==> src/rtl/ram_bus_arbiter.sv <==
// ram_bus_arbiter
// ---------------
// Shares one single-port RAM between two masters. Port 0 is the CPU
// (fetch/load/store). Port 1 is a secondary master such as video or debug DMA.
// Only one access is on the RAM bus at a time. When both ports request,
// round-robin arbitration decides the winner. Each access runs through
// IDLE -> ACCESS -> DONE. The winner gets a one-cycle ack in DONE.
//
// Ports
//   wire_clock, wire_reset     clock, synchronous active-high reset
//   wire_reqN / wire_rwN       request (held until ack) and direction (1=write)
//   bus_addrN / bus_wdataN     address and write data; latched when the port is granted
//   wire_ackN                  one-cycle completion pulse
//   bus_rdata                  read data; valid while an ack is high
//   bus_RAM_ADDRESS/DATA_IN    RAM address and write data (registered)
//   wire_RW                    RAM write enable (registered, 1=write)
//   bus_RAM_DATA_OUT           RAM read data
module ram_bus_arbiter #(
  parameter int ADDR_W     = 16,
  parameter int DATA_W     = 16,
  parameter int RD_LATENCY = 1
) (
  input  logic              wire_clock,
  input  logic              wire_reset,
  input  logic              wire_req0,
  input  logic              wire_rw0,
  input  logic [ADDR_W-1:0] bus_addr0,
  input  logic [DATA_W-1:0] bus_wdata0,
  output logic              wire_ack0,
  input  logic              wire_req1,
  input  logic              wire_rw1,
  input  logic [ADDR_W-1:0] bus_addr1,
  input  logic [DATA_W-1:0] bus_wdata1,
  output logic              wire_ack1,
  output logic [DATA_W-1:0] bus_rdata,
  output logic [ADDR_W-1:0] bus_RAM_ADDRESS,
  output logic [DATA_W-1:0] bus_RAM_DATA_IN,
  output logic              wire_RW,
  input  logic [DATA_W-1:0] bus_RAM_DATA_OUT
);

  localparam logic [2:0] LAT = 3'(RD_LATENCY);

  typedef enum logic [1:0] {IDLE, ACCESS, DONE} state_t;

  state_t              state_q;
  logic [2:0]          cnt_q;
  logic                last_grant_q;
  logic                winner_q;
  logic                rw_q;
  logic [ADDR_W-1:0]   addr_q;
  logic [DATA_W-1:0]   wdata_q;
  logic                we_q;
  logic                ack0_q;
  logic                ack1_q;
  logic [DATA_W-1:0]   rdata_q;

  logic                any_req_d;
  logic                sel_d;
  logic                rw_d;
  logic [ADDR_W-1:0]   addr_d;
  logic [DATA_W-1:0]   wdata_d;

  // Grant selection: a lone requester always wins. On a tie the port that
  // was not granted last time wins. last_grant resets to 1, so the CPU
  // wins the first tie.
  always_comb begin
    any_req_d = wire_req0 | wire_req1;
    sel_d     = (wire_req0 && wire_req1) ? ~last_grant_q : wire_req1;
    rw_d      = sel_d ? wire_rw1   : wire_rw0;
    addr_d    = sel_d ? bus_addr1  : bus_addr0;
    wdata_d   = sel_d ? bus_wdata1 : bus_wdata0;
  end

  always_ff @(posedge wire_clock) begin
    if (wire_reset) begin
      state_q      <= IDLE;
      cnt_q        <= 3'd0;
      last_grant_q <= 1'b1;
      winner_q     <= 1'b0;
      rw_q         <= 1'b0;
      addr_q       <= '0;
      wdata_q      <= '0;
      we_q         <= 1'b0;
      ack0_q       <= 1'b0;
      ack1_q       <= 1'b0;
      rdata_q      <= '0;
    end else begin
      case (state_q)
        // Stage: grant. Latch the winner's request onto the RAM bus.
        IDLE: begin
          ack0_q <= 1'b0;
          ack1_q <= 1'b0;
          we_q   <= 1'b0;
          if (any_req_d) begin
            winner_q     <= sel_d;
            last_grant_q <= sel_d;
            rw_q         <= rw_d;
            addr_q       <= addr_d;
            wdata_q      <= wdata_d;
            we_q         <= rw_d;
            cnt_q        <= LAT;
            state_q      <= ACCESS;
          end
        end
        // Stage: access. The bus is held for RD_LATENCY+1 cycles. Read data
        // is captured on the final cycle.
        ACCESS: begin
          if (cnt_q == 3'd0) begin
            if (!rw_q) begin
              rdata_q <= bus_RAM_DATA_OUT;
            end
            we_q    <= 1'b0;
            ack0_q  <= ~winner_q;
            ack1_q  <= winner_q;
            state_q <= DONE;
          end else begin
            cnt_q <= cnt_q - 3'd1;
          end
        end
        // Stage: done. The ack is high for exactly this cycle.
        DONE: begin
          ack0_q  <= 1'b0;
          ack1_q  <= 1'b0;
          state_q <= IDLE;
        end
        default: begin
          state_q <= IDLE;
        end
      endcase
    end
  end

  assign wire_ack0       = ack0_q;
  assign wire_ack1       = ack1_q;
  assign bus_rdata       = rdata_q;
  assign bus_RAM_ADDRESS = addr_q;
  assign bus_RAM_DATA_IN = wdata_q;
  assign wire_RW         = we_q;

endmodule

==> config.mk <==
export PLATFORM = sky130hd
export DESIGN_NAME = ram_bus_arbiter
export DESIGN_NICKNAME = d
export VERILOG_FILES = /design/src/rtl/ram_bus_arbiter.sv
export SDC_FILE = /design/constraint.sdc
export NUM_CORES = 1
export LEC_CHECK = 0
export ABC_AREA = 1
export CAP_MARGIN = 30
export CORE_ASPECT_RATIO = 1.25
export CORE_MARGIN = 5
export CORE_UTILIZATION = 38
export CTS_CLUSTER_SIZE = 28
export DETAILED_ROUTE_END_ITERATION = 8
export PLACE_DENSITY = 0.82
export SLEW_MARGIN = 20
export SYNTH_ARGS = -nofsm -noshare
export SYNTH_HDL_FRONTEND = slang
export SYNTH_SLANG_ARGS = --single-unit
==> constraint.sdc <==
create_clock -name wire_clock -period 1.45 [get_ports wire_clock]
set_input_delay 0.29 -clock wire_clock [delete_from_list [all_inputs] [get_ports wire_clock]]
set_output_delay 0.29 -clock wire_clock [all_outputs]
set_load 0.03 [all_outputs]
Yosys cells after proc, flatten, opt, wreduce, memory -nomap -nowiden --
Cells that the tools add are included.
Operators by class: shifts and indexed selects 0, div/mod/pow operators 0, $add $sub $neg 1, multiplexer cells 17, $mul 0, eq/ne operators 5, bitwise logic cells 4, reductions and logical operators 12, magnitude comparators 0
Operators with widths (number):
- 16-bit 2-to-1 mux | 2
- 2-bit AND reduction | 4
- 1-bit 2-to-1 mux | 6
- 3-bit 2-to-1 mux | 2
- 2-bit inequality test (second input constant) | 3
- 1-bit one-hot mux with 2 select lines | 3
- 3-bit one-hot mux with 2 select lines | 1
- 3-bit AND reduction | 2
- 2-bit 2-to-1 mux | 2
- 2-bit one-hot mux with 2 select lines | 1
- 2-bit nonzero test | 2
- 3-bit logical NOT | 1
- 1-bit inverter | 3
- 3-bit by 1-bit subtractor with 3-bit output (second input constant) | 1
- 2-bit by 1-bit equality test with 1-bit output (second input constant) | 1
- 2-bit equality test (second input constant) | 1
- 2-bit logical NOT | 1
- 2-bit OR reduction | 1
- 1-bit logical AND | 1
- 1-bit bitwise OR | 1
Storage, ports and cells: register bits 59, bits in writable memories 0, memory bits (read-only) 0, memories 0, word-level logic and storage cells 50, bits of input ports 86, bits in latches 0, output and inout bits 51

Longest topological paths before layout --
Gate-level depths: netlist of run 1.
word-level depth 5, mapped depth 9, gate-level depth less buffers 8

Worst setup path before layout of run 1 --
Ideal clock, no wire load.
path kind register -> register, from register cnt_q[0], to register rdata_q[0] (netlist: bus_rdata[0]), clock period less this slack 1247 ps, stages on the path, launching flop included 10, buffers on the path 1, data arrival time 1183 ps, library setup time 64 ps, slack 203 ps, required time 1386 ps, cell sequence dfxtp_1 -> inv_1 -> ha_1 -> inv_1 -> nor2_1 -> nand2_4 -> nor2_8 -> buf_8 -> nor2_1 -> nor2_1
Between the ends: word-level cells in the longest chain between the ends 2
Ends and longest elaborated chain:
- from (decl) | RTL line 47 | logic [2:0] cnt_q;
- from (signal assigned) | RTL line 118 | cnt_q <= cnt_q - 3'd1;
- 3-bit logical NOT | RTL line 109 | if (cnt_q == 3'd0) begin
- 3-bit AND reduction (no source line)
- to (signal assigned) | RTL line 111 | rdata_q <= bus_RAM_DATA_OUT;
- to (decl) | RTL line 56 | logic [DATA_W-1:0] rdata_q;
No other way between the ends. A chain may end at the register's enable or synchronous reset.

Worst setup path after layout of run 1 --
from register addr_q[5] (netlist: bus_RAM_ADDRESS[5]), to output bus_RAM_ADDRESS[5]
RTL lines:
- from (decl) | RTL line 51 | logic [ADDR_W-1:0] addr_q;
- from (signal assigned) | RTL line 99 | addr_q <= addr_d;
- to (decl) | RTL line 36 | output logic [ADDR_W-1:0] bus_RAM_ADDRESS,
No word-level cell between the ends.

==> flow_summary.toml, run 1 <==
[outcome]
status = "completed"

[yosys]
synth_nets = 489
ys_warn_count = 0
synth_cells = 401
synth_cell_type_count = 23
synth-seq-cells = 59
postSynthAreaPerCell_um2 = 6.89
ys_seq_area_share_pct = 42.8
syn-cell-area_um2 = 2760

[clock_network]
htreeDepth = 3
cts_buffers = 9
clk_latency_ns = 0.33
cts_tree = "done"
clock-sinks = 59
holdBufCountCts = 0
cts-root-buf = "clkbuf_8"
path_clk_slew_ns = 0.06
cts_buffer_depth = 2

[critical_path]
r2r-start = "cnt_q[0]"
cp_slowest_cell = "dlygate4sd2_1"
slowest_delay_ns = 0.42
cp.required_ns = 1.16
startpoint = "bus_RAM_ADDRESS[5]"
critPathLaunchType = "register"
path_max_fanout = 2
crit_type = "register to primary output"
crit_arrival_ns = 1.12
endpoint_kind = "primary output"
reg2reg_slack_ns = 0.12
crit_buf_inv = 1
crit_chain = "dlygate4sd2_1"
critPathTopFamily = "buffers and inverters"

[timing]
fmax_mhz = 709
fin_crit_sh_pct = 97.2
slew_headroom_pct = 67.2
fin_worst_skew_ns = 0.00649
setup_viol = 0
worst_pin_slew_ns = 0.492
post-route-min-period_ns = 1.41
hold_viol_final = 0
drv_slew = 0
rsz0062_at_grt = "no"

[placement]
place_hpwl_mm = 6.06
dpl_cell_area_um2 = 4330
place_congestion = 0.810
numPortBuffers = 136

[grt]
grt_max_degree = 30
grt.overflow.total = 0
first_global_vias = 2895
grt_use_total_pct = 17.5
grt_first_pass_wirelength_mm = 12.8
antenna_found_initial = 0

[cells_and_area]
syn_to_final_growth_pct = 63.3
layout-drive-gt1-share_pct = 9.80
mostFrequentLayoutCell = "nand2_1"
diodes = 0
nets = 635
final_cell_mix = "133 x nand2_1, 85 x clkdlybuf4s50_1, 59 x dfxtp_1, 58 x nor2_1, 50 x dlygate4sd2_1"
fin_area_um2 = 4510
fin_util_pct = 64.2

[drt]
routed_wl_mm = 7.92
ant_nets = 0
drt-pass1-iter-count = 4
avgViaCountPerCell = 4.61
first_iter_violations = 113
routed-via-count = 2955
drc = 0
post_drt_wl_per_cell_um = 12.4

[power]
p_leak_uw = 0.00226
ir_drop_mv = 0.655
power_density_nw_per_um2 = 1150
power_uw = 5170

[die]
die_w_um = 86.2
die_h_um = 105
row_count = 34
pin_count = 137
die-area_um2 = 9080
core_um2 = 7020
initial_core_util_pct = 39.3

[min_path]
min-delay-start = "bus_RAM_DATA_IN[5]"
min_path_type = "register to register"

[run]
drv_cap = 0
==> path summary, 6_finish.rpt <==
path,to,depth (start not counted)
max reg2reg,bus_rdata[0],8
min reg2reg,bus_RAM_DATA_IN[5],2
max,bus_RAM_ADDRESS[5],1
min,bus_RAM_DATA_IN[5],2
==> state kept, by name (all words and copies together), names as in the netlist <==
name	flops
bus_RAM_DATA_IN	16
wire_RW	1
wire_ack1	1
winner_q	1
rw_q	1
bus_rdata	16
last_grant_q	1
bus_RAM_ADDRESS	16
state_q	2
cnt_q	3
wire_ack0	1
==> timing repair <==
item | in CTS | in global routing
setup buffers | 0 | 1
cloned | 0 | 1
resized for setup | 51 | 2
pin swaps | 0 | 3
endpoints found under the setup margin | 51 | 19
==> synthesized netlist by cell type <==
library cell | count | area (µm²)
a21oi_4 | 1 | 16.3
inv_2 | 1 | 3.75
o21ai_1 | 19 | 95.1
or2_2 | 11 | 68.8
nor2_4 | 3 | 33.8
nand3b_1 | 16 | 120
buf_4 | 1 | 7.51
nand3_1 | 17 | 85.1
ha_1 | 2 | 25.0
nand2_4 | 2 | 22.5
buf_1 | 1 | 3.75
nor2_1 | 59 | 221
nand4_1 | 2 | 12.5
o21ai_0 | 4 | 20.0
nor2_8 | 2 | 40.0
buf_6 | 3 | 33.8
inv_1 | 46 | 173
buf_2 | 9 | 45.0
buf_8 | 1 | 15.0
nand2_1 | 134 | 503
clkbuf_1 | 4 | 15.0
a21oi_1 | 4 | 20.0
dfxtp_1 | 59 | 1180
==> routing by layer <==
metal	wire [µm]	vias to the layer above	track usage, %
met4	159	0	6.12
met2	3880	151	29.7
met5	0	-	0
met1	3020	1283	19.2
met3	865	16	7.88
li1	-	1505	-
==> kinds of logic (layout without fill, tap and decap cells) <==
logic type / after synthesis / in the layout / synth area share (%)
DFF: 59 / 59 / 42.8
buffers and inverters: 66 / 215 / 10.7
and+or+nand+nor: 246 / 247 / 40.1
adders and majority gates: 2 / 2 / 0.906
AOI/OAI and AO/OA: 28 / 28 / 5.48
==> area by class of cell <==
type,count,area [µm²]
Multi-Input combinational cell,277,1300
Sequential cell,59,1180
Tap cell,90,113
Inverter,47,176
Clock inverter,1,30.0
Timing Repair Buffer,153,1530
Fill cell,622,2510
Clock buffer,14,183
==> power by group <==
group | switching [µW] | internal [µW] | total (µW) | leakage (µW)
registers | 118 | 1830 | 1950 | 0.000486
logic | 945 | 698 | 1640 | 0.00166
clock network | 598 | 973 | 1570 | 0.000109
total | 1660 | 3500 | 5170 | 0.00226
==> metrics by stage <==
stage / cells / hold slack, ns / TNS [ns] / setup WS [ns]
2_1_floorplan: 401 / 0.429 / 0 / 0.203
3_3_place_gp: 624 / 0.438 / -4.90 / -0.156
3_5_place_dp: 624 / 0.444 / -6.10 / -0.197
4_1_cts: 639 / 0.453 / 0 / 0.0231
5_1_grt: 641 / 0.470 / 0 / 0.00320
6_report: 641 / 0.448 / 0 / 0.0402
No activity file was read; power rests on OpenSTA's default activity.
==> inputs of run 2 (changes only) <==
--- a/config.mk
+++ b/config.mk
@@ -10,6 +10,7 @@
 export CORE_ASPECT_RATIO = 1.25
 export CORE_MARGIN = 5
 export CORE_UTILIZATION = 38
+export CTS_BUF_LIST = sky130_fd_sc_hd__clkbuf_2 sky130_fd_sc_hd__clkbuf_4 sky130_fd_sc_hd__clkbuf_8
 export CTS_CLUSTER_SIZE = 28
 export DETAILED_ROUTE_END_ITERATION = 8
 export PLACE_DENSITY = 0.82
==> run 2 against run 1 <==
  * Wire length shrank 0.27%
  * Via count up 0.30%
  * Sequential cell count did not move
  * Clock power barely moved
  * Count of clock-buffer cells in the layout is the same
  * Critical path depth unchanged
  * Maximum frequency barely moved
  * Power rose by 0.29%
  * Worst setup slack got worse by 0.00075 ns
  * Combinational power hardly changed
  * Critical path type unchanged
  * Critical endpoint unchanged
  * Largest cell class unchanged
  * Largest power group unchanged
==> flow_summary.toml, run 2 (synthesis gave the netlist of run 1 again) <==
[grt]
grt.busiest_layer = "met2"
use_met1_pct = 19.1
first_global_vias = 2890
met2_usage_pct = 30.0
grt_max_degree = 30
antenna_found_initial = 0
gr-usage-met3_pct = 7.88
grt_first_pass_wirelength_mm = 12.8
grt_use_total_pct = 17.5
grt.overflow.total = 0

[timing]
fin_crit_sh_pct = 97.3
setup_viol = 0
fmax_mhz = 709
drv_slew = 0
worst_pin_slew_ns = 0.519
fin_worst_skew_ns = 0.00650
whs_ns = 0.448
layout_setup_ws_ns = 0.0394
hold_viol_final = 0
post-route-min-period_ns = 1.41
slew_headroom_pct = 65.3

[cells_and_area]
fin_area_um2 = 4510
final_cell_count_no_fill = 641
mostFrequentLayoutCell = "nand2_1"
final_cell_mix = "133 x nand2_1, 85 x clkdlybuf4s50_1, 59 x dfxtp_1, 58 x nor2_1, 50 x dlygate4sd2_1"
nets = 635
fin_util_pct = 64.3
layout-drive-gt1-share_pct = 9.98
diodes = 0
syn_to_final_growth_pct = 63.4

[die]
initial_core_util_pct = 39.3
die_h_um = 105
die_w_um = 86.2
row_count = 34
die-area_um2 = 9080
pin_count = 137
core_um2 = 7020

[placement]
place_hpwl_mm = 6.06
dpl_cell_area_um2 = 4330
dp_slack_ns = -0.197
place_congestion = 0.810
dp_cells = 624
numPortBuffers = 136

[clock_network]
cts_buffers = 9
clock-sinks = 59
holdBufCountCts = 0
cts-root-buf = "clkbuf_8"
cts_tree = "done"
cts_buffer_depth = 2
htreeDepth = 3
clk_latency_ns = 0.33
path_clk_slew_ns = 0.06

[critical_path]
crit_type = "register to primary output"
cp_slowest_cell = "dlygate4sd2_1"
critPathTopFamily = "buffers and inverters"
crit_buf_inv = 1
slowest_delay_ns = 0.42
crit_arrival_ns = 1.12
endpoint_kind = "primary output"
cp.required_ns = 1.16
critPathLaunchType = "register"
crit_chain = "dlygate4sd2_1"
path_max_fanout = 2

[run]
drv_cap = 0

[drt]
ant_nets = 0
first_iter_violations = 106
drc = 0
routed-via-count = 2964
routed_wl_mm = 7.90
avgViaCountPerCell = 4.62
post_drt_wl_per_cell_um = 12.3
drt-pass1-iter-count = 7

[outcome]
status = "completed"

[power]
ir_drop_mv = 0.655
p_leak_uw = 0.00226
power_density_nw_per_um2 = 1150

[min_path]
min_path_type = "register to register"
-- run 2: cell count changes in the layout (fill, tap and decap cells not counted) --
cell	change
clkbuf_4	+1
clkbuf_1	-1
-- run 2: worst paths after layout --
| check | from | to | slack [ns] | cells after the start |
|---|---|---|---|---|
| setup reg to reg | cnt_q[0] | bus_rdata[1] | 0.13 | 8 |
| setup / recovery | bus_RAM_ADDRESS[5] | bus_RAM_ADDRESS[5] | 0.04 | 1 |
| hold reg to reg | bus_RAM_DATA_IN[5] | bus_RAM_DATA_IN[5] | 0.45 | 2 |
| hold / removal | bus_RAM_DATA_IN[5] | bus_RAM_DATA_IN[5] | 0.45 | 2 |
-- run 2: per-stage QoR --
step	TNS, ns	power [µW]
2_1_floorplan	0	2940
3_3_place_gp	-4.90	3690
3_5_place_dp	-6.10	3730
4_1_cts	0	5200
5_1_grt	-0.00498	5480
6_report	0	5180
-- run 2: final cells by class --
cell class | count | area [µm²]
clock buffers | 14 | 186
clock inverters | 1 | 30.0
repair buffers | 153 | 1530
flip-flops and latches | 59 | 1180
well taps | 90 | 113
fillers | 616 | 2510
multi-input cells | 277 | 1300
inverters | 47 | 176
-- run 2: where the power goes --
part	internal [µW]	switching, µW	leakage [µW]
sequential	1830	118	0.000486
combinational	698	945	0.00166
clock	992	595	0.000112
-- run 2: timing repair --
item	in CTS	in global routing
endpoints found under the hold margin	0	0
setup buffers	0	1
gates resized for setup	51	2
pin swaps	0	3
cloned	0	1
endpoints found under the setup margin	51	19
-- run 2: layer usage --
metal,wire (µm),vias to the layer above
li1,-,1504
met4,159,0
met2,3820,142
met1,3050,1302
met5,0,-
met3,867,16
